$ cat src/rtl/kbd_if.sv
// PS/2 keyboard front end: filtered receiver, scan-code decode, 4-key buffer.
// Define KBD_IF_PARITY_CHECK_EN to reject frames with bad odd parity.
module kbd_if #(
  parameter int FILTER_LEN     = 8,
  parameter int TIMEOUT_CYCLES = 4096
) (
  input  logic        clk256,
  input  logic        reset,
  input  logic        shift,
  input  logic        PS2C,
  input  logic        PS2D,
  output logic [31:0] key_buffer,
  output logic [7:0]  key,
  output logic        set_alarm,
  output logic        set_time
);

  localparam int FW = $clog2(FILTER_LEN + 1);
  localparam int TW = $clog2(TIMEOUT_CYCLES + 1);
  localparam logic [FW-1:0] FLT_LAST = FW'(FILTER_LEN - 1);
  localparam logic [TW-1:0] TO_LAST  = TW'(TIMEOUT_CYCLES - 1);

  logic [1:0]    c_sync_q, d_sync_q;
  logic [FW-1:0] flt_cnt_q;
  logic          flt_q, strobe_q;
  logic [3:0]    bit_q;
  logic [9:0]    sh_q;
  logic [TW-1:0] to_q;
  logic          vld_q, brk_q;
  logic [7:0]    byte_q;
  logic          flt_fall, frame_ok, par_ok;
  logic [7:0]    digit;

  assign flt_fall = flt_q & ~c_sync_q[1] & (flt_cnt_q == FLT_LAST);

`ifdef KBD_IF_PARITY_CHECK_EN
  assign par_ok = ^sh_q[9:1];
`else
  assign par_ok = 1'b1;
`endif

  // sh_q[0] is the start bit, sh_q[9] parity; the stop bit is live on d_sync_q
  assign frame_ok = ~sh_q[0] & d_sync_q[1] & par_ok;

  always_comb begin
    digit = 8'h00;
    case (byte_q)
      8'h45:   digit = 8'h30;
      8'h16:   digit = 8'h31;
      8'h1E:   digit = 8'h32;
      8'h26:   digit = 8'h33;
      8'h25:   digit = 8'h34;
      8'h2E:   digit = 8'h35;
      8'h36:   digit = 8'h36;
      8'h3D:   digit = 8'h37;
      8'h3E:   digit = 8'h38;
      8'h46:   digit = 8'h39;
      default: digit = 8'h00;
    endcase
  end

  always_ff @(posedge clk256 or negedge reset) begin
    if (!reset) begin
      c_sync_q  <= 2'b11;
      d_sync_q  <= 2'b11;
      flt_q     <= 1'b1;
      flt_cnt_q <= '0;
      strobe_q  <= 1'b0;
    end else begin
      c_sync_q <= {c_sync_q[0], PS2C};
      d_sync_q <= {d_sync_q[0], PS2D};
      strobe_q <= flt_fall;
      if (c_sync_q[1] == flt_q) begin
        flt_cnt_q <= '0;
      end else if (flt_cnt_q == FLT_LAST) begin
        flt_q     <= c_sync_q[1];
        flt_cnt_q <= '0;
      end else begin
        flt_cnt_q <= flt_cnt_q + 1'b1;
      end
    end
  end

  always_ff @(posedge clk256 or negedge reset) begin
    if (!reset) begin
      bit_q  <= '0;
      sh_q   <= '0;
      to_q   <= '0;
      vld_q  <= 1'b0;
      byte_q <= '0;
    end else begin
      vld_q <= 1'b0;
      if (strobe_q) begin
        to_q <= '0;
        if (bit_q == 4'd10) begin
          bit_q <= '0;
          if (frame_ok) begin
            vld_q  <= 1'b1;
            byte_q <= sh_q[8:1];
          end
        end else begin
          bit_q <= bit_q + 4'd1;
          sh_q  <= {d_sync_q[1], sh_q[9:1]};
        end
      end else if (bit_q != 4'd0) begin
        if (to_q == TO_LAST) begin
          bit_q <= '0;
          to_q  <= '0;
        end else begin
          to_q <= to_q + 1'b1;
        end
      end
    end
  end

  always_ff @(posedge clk256 or negedge reset) begin
    if (!reset) begin
      key_buffer <= '0;
      key        <= '0;
      set_alarm  <= 1'b0;
      set_time   <= 1'b0;
      brk_q      <= 1'b0;
    end else begin
      set_alarm <= 1'b0;
      set_time  <= 1'b0;
      if (shift && key != 8'h00) begin
        key_buffer <= {key_buffer[23:0], key};
        key        <= 8'h00;
      end
      // a digit decoded here wins over the clear from the shift above
      if (vld_q) begin
        if (byte_q == 8'hE0) begin
          brk_q <= brk_q;
        end else if (byte_q == 8'hF0) begin
          brk_q <= 1'b1;
        end else if (brk_q) begin
          brk_q <= 1'b0;
        end else if (byte_q == 8'h1C) begin
          set_alarm <= 1'b1;
        end else if (byte_q == 8'h2C) begin
          set_time <= 1'b1;
        end else if (digit != 8'h00) begin
          key <= digit;
        end
      end
    end
  end

endmodule

$ cat config.mk
export PLATFORM = sky130hd
export DESIGN_NAME = kbd_if
export DESIGN_NICKNAME = d
export VERILOG_FILES = /design/src/rtl/kbd_if.sv
export SDC_FILE = /design/constraint.sdc
export NUM_CORES = 1
export LEC_CHECK = 0
export CORE_MARGIN = 8
export CORE_UTILIZATION = 50
export CTS_CLUSTER_DIAMETER = 200
export DETAILED_ROUTE_END_ITERATION = 16
export PLACE_DENSITY = 0.76
export REMOVE_ABC_BUFFERS = 1
export SYNTH_ARGS = -nofsm -noshare
export SYNTH_HDL_FRONTEND = slang
export SYNTH_SLANG_ARGS = --single-unit
$ cat constraint.sdc
create_clock -name clk256 -period 2 [get_ports clk256]
set_input_delay 0.3 -clock clk256 [delete_from_list [all_inputs] [get_ports clk256]]
set_output_delay 0.3 -clock clk256 [all_outputs]
set_load 0.1 [all_outputs]
# Yosys cells after proc, flatten, opt, wreduce, memory -nomap -nowiden
# Cells that the tools add are included.
# W data, S select, Z words.
totals:
  register_bits: 89
  input_bits: 5
  out_inout_bits: 42
op_classes:
  add_sub_neg: 3
  eq_ne: 18
  mux: 33
  bitwise_logic: 8
  n_reduce_logical: 11
ops:
  columns: ["op", "count"]
  rows:
  - ["$mux W8", 8]
  - ["$pmux W6 S10", 1]
  - ["$eq A8 B6 Y1 const B", 7]
  - ["$mux W13", 3]
  - ["$eq A8 B5 Y1 const B", 3]
  - ["$mux W4", 6]
  - ["$eq A8 B7 Y1 const B", 2]
  - ["$eq A8 B8 Y1 const B", 2]
  - ["$reduce_bool A8 Y1", 2]
  - ["$mux W1", 15]
  - ["$add A13 B1 Y13 const B", 1]
  - ["$eq A13 B12 Y1 const B", 1]
  - ["$add A4 B1 Y4 const B", 2]
  - ["$reduce_and A2 Y1", 4]
  - ["$not A1 Y1", 5]
  - ["$eq A4 B3 Y1 const B", 1]
  - ["$eq A4 B4 Y1 const B", 1]
  - ["$reduce_bool A2 Y1", 2]
  - ["$reduce_bool A4 Y1", 1]
  - ["$and A1 B1 Y1", 3]
  - ["$reduce_and A3 Y1", 1]
  - ["$eq A1 B1 Y1", 1]
  - ["$logic_and A1 B1 Y1", 1]

# Longest topological paths before layout
depth:
  ltp_word: 10
  depth_mapped: 8
  mapped_depth_nobuf: 7

# Worst setup path after synthesis
# OpenSTA, ideal clock, no wires.
synth_path:
  path_type: "register to register"
  startpoint: "register key[6]"
  endpoint: "register key_buffer[10]"
  setup_time_ps: 128
  arrival_ps: 1992
  required_time_ps: 1872
  slack_ps: -120
  path_stages_with_launch: 6
  path_buffers: 1
  path_cell_list: "dfrtp_1 nor4_1 nand2_1 o21ai_1 buf_2 mux2_1"
synth_via:
  elab_chain_cells: 2
synth_lines:
  columns: ["element", "line_no", "rtl"]
  rows:
  - ["start, declared", "13", "output logic [7:0] key,"]
  - ["start signal, assigned", "143", "key <= digit;"]
  - ["$reduce_bool A8 Y1", "126", "if (shift && key != 8'h00) begin"]
  - ["$logic_and A1 B1 Y1", "126", null]
  - ["end signal, assigned", "127", "key_buffer <= {key_buffer[23:0], key};"]
  - ["end, declared", "12", "output logic [31:0] key_buffer,"]
# No other way between the ends.
# A chain may end at the register's enable or synchronous reset.

# Worst setup path after layout
layout_path:
  startpoint: "register to_q[0]"
  endpoint: "register to_q[10]"
layout_via:
  elab_chain_cells: 4
  word_cells_on_any_way: 5
  classes_between: "add/sub: 1; eq/ne: 1; mux: 3"
layout_lines:
  columns: ["element", "line_no", "rtl"]
  rows:
  - ["start, declared", "28", "logic [TW-1:0] to_q;"]
  - ["start signal, assigned", "110", "to_q <= to_q + 1'b1;"]
  - ["$add A13 B1 Y13 or $eq A13 B12 Y1 (tied branches)", "110, 106", null]
  - ["$mux W13 (*)", "106", "if (to_q == TO_LAST) begin"]
  - ["$mux W13 (*)", "105", "end else if (bit_q != 4'd0) begin"]
  - ["$mux W13 (*)", "93", "if (strobe_q) begin"]
# Mark *: on every way between the ends. The rest lies on a longest branch, timed or not. The select of a mux whose other input is x is not followed.

==> results.md <==
- Power per Cell Area: around 830 mW/mm^2
- Core area: about 0.0076 mm^2
- Outcome: completed
- Achievable Freq: 0.537 GHz
- Type of the setup path with the least slack: register to register
- Top fanout value on the critical path: 5
- Count of mapped cells out of synthesis: approximately 320
- Main combinational cell family by area after synthesis: simple AND/OR/NAND/NOR gates
- Internal reg-to-reg setup slack: about 0.14 ns
- Post-synthesis average cell area: approximately 12 um^2
- Layout overhead on the synthesized area: 19.1%
- Most Frequent Cell on Critical Path: sky130_fd_sc_hd__nand3_1
- Fraction of layout instances using a drive strength above 1: 23.2%
- DR WL/cell: 14.2 um
- Clk pin slew, worst setup/hold paths: around 0.080 ns
- Sequential element share of the synthesized area: 57.7%
- Critical register-to-register path startpoint: to_q[0]
- Via count of the first global-routing pass: between 2000 and 3000
- DP Wirelength: just under 5 mm
- Static Leakage: about 2.3 nW
- Setup TNS after final layout: 0 ns
- Number of violations of the max-capacitance limit: 0
- Seq cells post-synth: 89
- Number of clock buffers inserted by TritonCTS: 9
- Min Tclk post-route: between 1.5 and 2 ns
- Element type at the critical path end: register
- Wire length of the first global-routing pass: around 12 mm
- TritonCTS clock tree: yes
- Remaining routing DRC violations: 0
- Fin Clk Skew: approximately 0.009 ns
- Top post-synthesis cells by count: sky130_fd_sc_hd__dfrtp_1, sky130_fd_sc_hd__mux2_1, sky130_fd_sc_hd__nand2_1, sky130_fd_sc_hd__nor2_1, sky130_fd_sc_hd__o21ai_1
- Hold Crit Depth: 1
- Vias after detailed routing: roughly 2600
- Dominant cell type by area after synthesis: sky130_fd_sc_hd__dfrtp_1
- Total I/O pin count: 47
- Setup repair after global routing missed its margin: no
- Wirelength, routed: 6.83 mm
- Vias per cell: 5.37
- Final hold vios: 0
- Worst Hold Class: input port to register
- Number of unique standard cell types used by synthesis: 54
- Commonest register cell after synthesis: sky130_fd_sc_hd__dfrtp_1
- Area share of the largest cell type after synthesis: between 50 and 60%
- Buffer levels on the longest clock path: 2
- Crit-path max cell delay: between 0.5 and 0.6 ns
- Count of buffers from port buffering: 46
- Diode insertion count for antenna repair: 0
- Async set or reset register ratio after synthesis: between 90% and 100%
- H-tree depth: 3
- Layout Nets: between 300 and 400
- Number of nets with antenna violations after routing: 0
- Global routing met2 resource utilization: a little under a fifth
- Met1 track demand over resource in global routing: a little under a fifth
- Startpoint kind of the worst setup timing path: register
- Required time reported for the critical path endpoint: 2.24 ns
- Met3 Resource Use GR: around 3.5%
- Slowest cell on the critical path: sky130_fd_sc_hd__a211oi_1
- Synth Area in Compound Gates: 9.12%
- Hold wc startpoint: PS2D
- Top Usage Layer GRT: met2
- Initial antenna violation count: 0
- Adder-Cell Fraction of Synth Area: 1.94%
- Most instantiated library cell after synthesis: sky130_fd_sc_hd__dfrtp_1
- WP data arrival: about 2.1 ns
- Number of pins exceeding their max-slew limit in the final report: 0
- Worst Setup Slack post-DPL: between 0.1 and 0.15 ns
- Number of search-and-repair iterations in the first detailed-routing pass: 5
- Fraction of the cycle the final worst path needs: between 90 and 100%
- Slew @ Worst Pin: ~0.61 ns
- Number of enable-type register cells in the synthesized netlist: 0
- Portion of netlist area occupied by mux cells: 13.6%
- Endpoint with the worst hold slack: d_sync_q[0]
- Worst max-slew margin expressed relative to the limit: 59.0%
- Overall overflow remaining after global route: 0
- Clock sinks: 89
- Row Count: 32
- Cells along the critical path: ha_1 -> nand3_1 -> a211oi_1 -> nand3_1 -> xor2_1 -> nor2_1
- Root Driver: sky130_fd_sc_hd__clkbuf_8
- Pin count of the biggest net entering global routing: 90
- Die area: between 0.01 and 0.015 mm^2
- Starting Density: approximately 51%
- Maximum ir drop on the vdd rail: roughly 0.00038 V
- Total GRT Usage: between 10% and 20%
- Post-layout worst setup margin: approximately 0.14 ns
- Source-to-sink clock delay at the later pin of the worst-skew pair: roughly 0.35 ns
- Die H: 104 um
- Post-Syn Area: around 0.0039 mm^2
- Destination of the worst register-to-register timing path: to_q[10]
- Synth Warn #: 0
- Share of synthesized cell area in and, or, nand and nor gates: about 14%
- Iter 0 DRT Violations: between 100 and 150
- Overall die width: slightly above 100 um
- Dominant cells by area after synthesis: sky130_fd_sc_hd__dfrtp_1, sky130_fd_sc_hd__mux2_1, sky130_fd_sc_hd__nand2_1
- Final weighted congestion of routability-driven global placement: 0.824
- Setup violation total in the final timing report: 0
- Xor and xnor fraction of the mapped netlist area: 1.58%
- Worst-case reg-to-reg path depth: 6
-- flip-flops by register name (all words and copies together), names as in the netlist --
name / cells
sh_q: 10
strobe_q: 1
byte_q: 8
c_sync_q: 2
set_alarm: 1
brk_q: 1
key: 8
key_buffer: 32
to_q: 13
flt_q: 1
vld_q: 1
set_time: 1
bit_q: 4
flt_cnt_q: 4
d_sync_q: 2
-- cells in the final DEF (no fill, tap or decap), types with 2 or more instances in the layout --
| cell type | netlist | layout |
|---|---|---|
| sky130_fd_sc_hd__dfstp_2 | 5 | 5 |
| sky130_fd_sc_hd__nand4_1 | 2 | 2 |
| sky130_fd_sc_hd__dfrtp_1 | 84 | 84 |
| sky130_fd_sc_hd__o21ai_0 | 4 | 4 |
| sky130_fd_sc_hd__nand2b_1 | 5 | 5 |
| sky130_fd_sc_hd__a211oi_2 | 2 | 2 |
| sky130_fd_sc_hd__clkdlybuf4s50_1 | 0 | 3 |
| sky130_fd_sc_hd__o21ai_1 | 12 | 11 |
| sky130_fd_sc_hd__clkbuf_8 | 0 | 9 |
| sky130_fd_sc_hd__mux2i_1 | 4 | 4 |
| sky130_fd_sc_hd__a21oi_1 | 5 | 5 |
| sky130_fd_sc_hd__mux2_1 | 39 | 39 |
| sky130_fd_sc_hd__or3_1 | 3 | 3 |
| sky130_fd_sc_hd__a22o_1 | 5 | 5 |
| sky130_fd_sc_hd__and3_1 | 7 | 7 |
| sky130_fd_sc_hd__nand2_1 | 38 | 38 |
| sky130_fd_sc_hd__xor2_1 | 2 | 2 |
| sky130_fd_sc_hd__clkinv_2 | 0 | 3 |
| sky130_fd_sc_hd__mux2_2 | 4 | 4 |
| sky130_fd_sc_hd__xnor2_1 | 5 | 5 |
| sky130_fd_sc_hd__buf_4 | 0 | 51 |
| sky130_fd_sc_hd__buf_12 | 0 | 2 |
| sky130_fd_sc_hd__nand3_1 | 8 | 8 |
| sky130_fd_sc_hd__ha_1 | 6 | 6 |
| sky130_fd_sc_hd__nor2_1 | 15 | 15 |
| sky130_fd_sc_hd__nor4_1 | 2 | 2 |
| sky130_fd_sc_hd__o22ai_1 | 3 | 3 |
| sky130_fd_sc_hd__a31oi_1 | 3 | 3 |
| sky130_fd_sc_hd__nor4b_1 | 2 | 2 |
| sky130_fd_sc_hd__a31o_1 | 2 | 2 |
| sky130_fd_sc_hd__a211oi_1 | 2 | 2 |
| sky130_fd_sc_hd__nor3b_1 | 2 | 2 |
| sky130_fd_sc_hd__nor3_1 | 5 | 5 |
| sky130_fd_sc_hd__nor2b_1 | 3 | 3 |
| sky130_fd_sc_hd__inv_1 | 6 | 6 |
-- worst max path at each step --
stage          startpoint             end  slack (ns)  cells past startpoint
2_1_floorplan      key[6]  key_buffer[10]       -1.11                      4
3_3_place_gp       key[7]  key_buffer[25]        0.20                      5
5_1_grt           to_q[0]        to_q[10]        0.02                      6
3_5_place_dp       key[7]  key_buffer[26]        0.12                      5
4_1_cts            key[7]  key_buffer[26]        0.09                      5
6_report          to_q[0]        to_q[10]        0.14                      6
-- where the power goes --
part	total (mW)	switching (mW)	internal, mW
Clock	1.20	0.621	0.577
Combinational	0.693	0.549	0.144
Sequential	1.96	0.0655	1.89
Total	3.85	1.23	2.61
-- cell type report --
cell class / count / area (um^2)
Fill cell: 631 / 3000
Tap cell: 102 / 128
Timing Repair Buffer: 57 / 463
Sequential cell: 89 / 2230
Multi-Input combinational cell: 210 / 1570
Inverter: 7 / 26.3
Clock buffer: 9 / 124
Clock inverter: 7 / 70.1
-- routing by layer --
metal / part of all wire [%] / up-vias / wire [um]
li1: - / 1248 / -
met1: 49 / 1255 / 3350
met2: 43 / 63 / 2960
met3: 5.9 / 15 / 405
met4: 1.6 / 0 / 106
met5: 0 / - / 0
-- per-stage QoR --
step | power, mW | hold WS [ns] | cells | utilization [%] | area, um^2
floorplan | 2.50 | 0.00441 | 306 | - | 3810
global placement | 2.68 | 0.346 | 464 | 57.8 | 4400
detailed placement | 2.69 | 0.347 | 464 | 57.8 | 4400
CTS | 3.89 | 0.346 | 481 | 60.5 | 4600
global route | 4.02 | 0.345 | 481 | 60.6 | 4610
finish | 3.85 | 0.356 | 481 | 60.6 | 4610
-- cell families after synthesis --
family,count (synthesis)
simple gates,101
flops,89
compound gates,49
mux,47
buf+inv,18
xor+xnor,7
fa+ha+maj,6
-- critical path: cells and delay by family (launching register included) --
family / cells / cell delay (ns)
flip-flops: 1 / 0.39
XOR/XNOR: 1 / 0.16
AND/OR/NAND/NOR: 3 / 0.43
AO/OA/AOI/OAI: 1 / 0.54
adder cells (fa/ha/maj): 1 / 0.23
-- what timing repair did --
item	in CTS	in global routing
hold endpoints to repair	13	0
setup buffers	0	0
hold buffers	1	0
endpoints found under the setup margin	0	2
gates resized for setup	0	1
(Power assumes the default switching activity.)
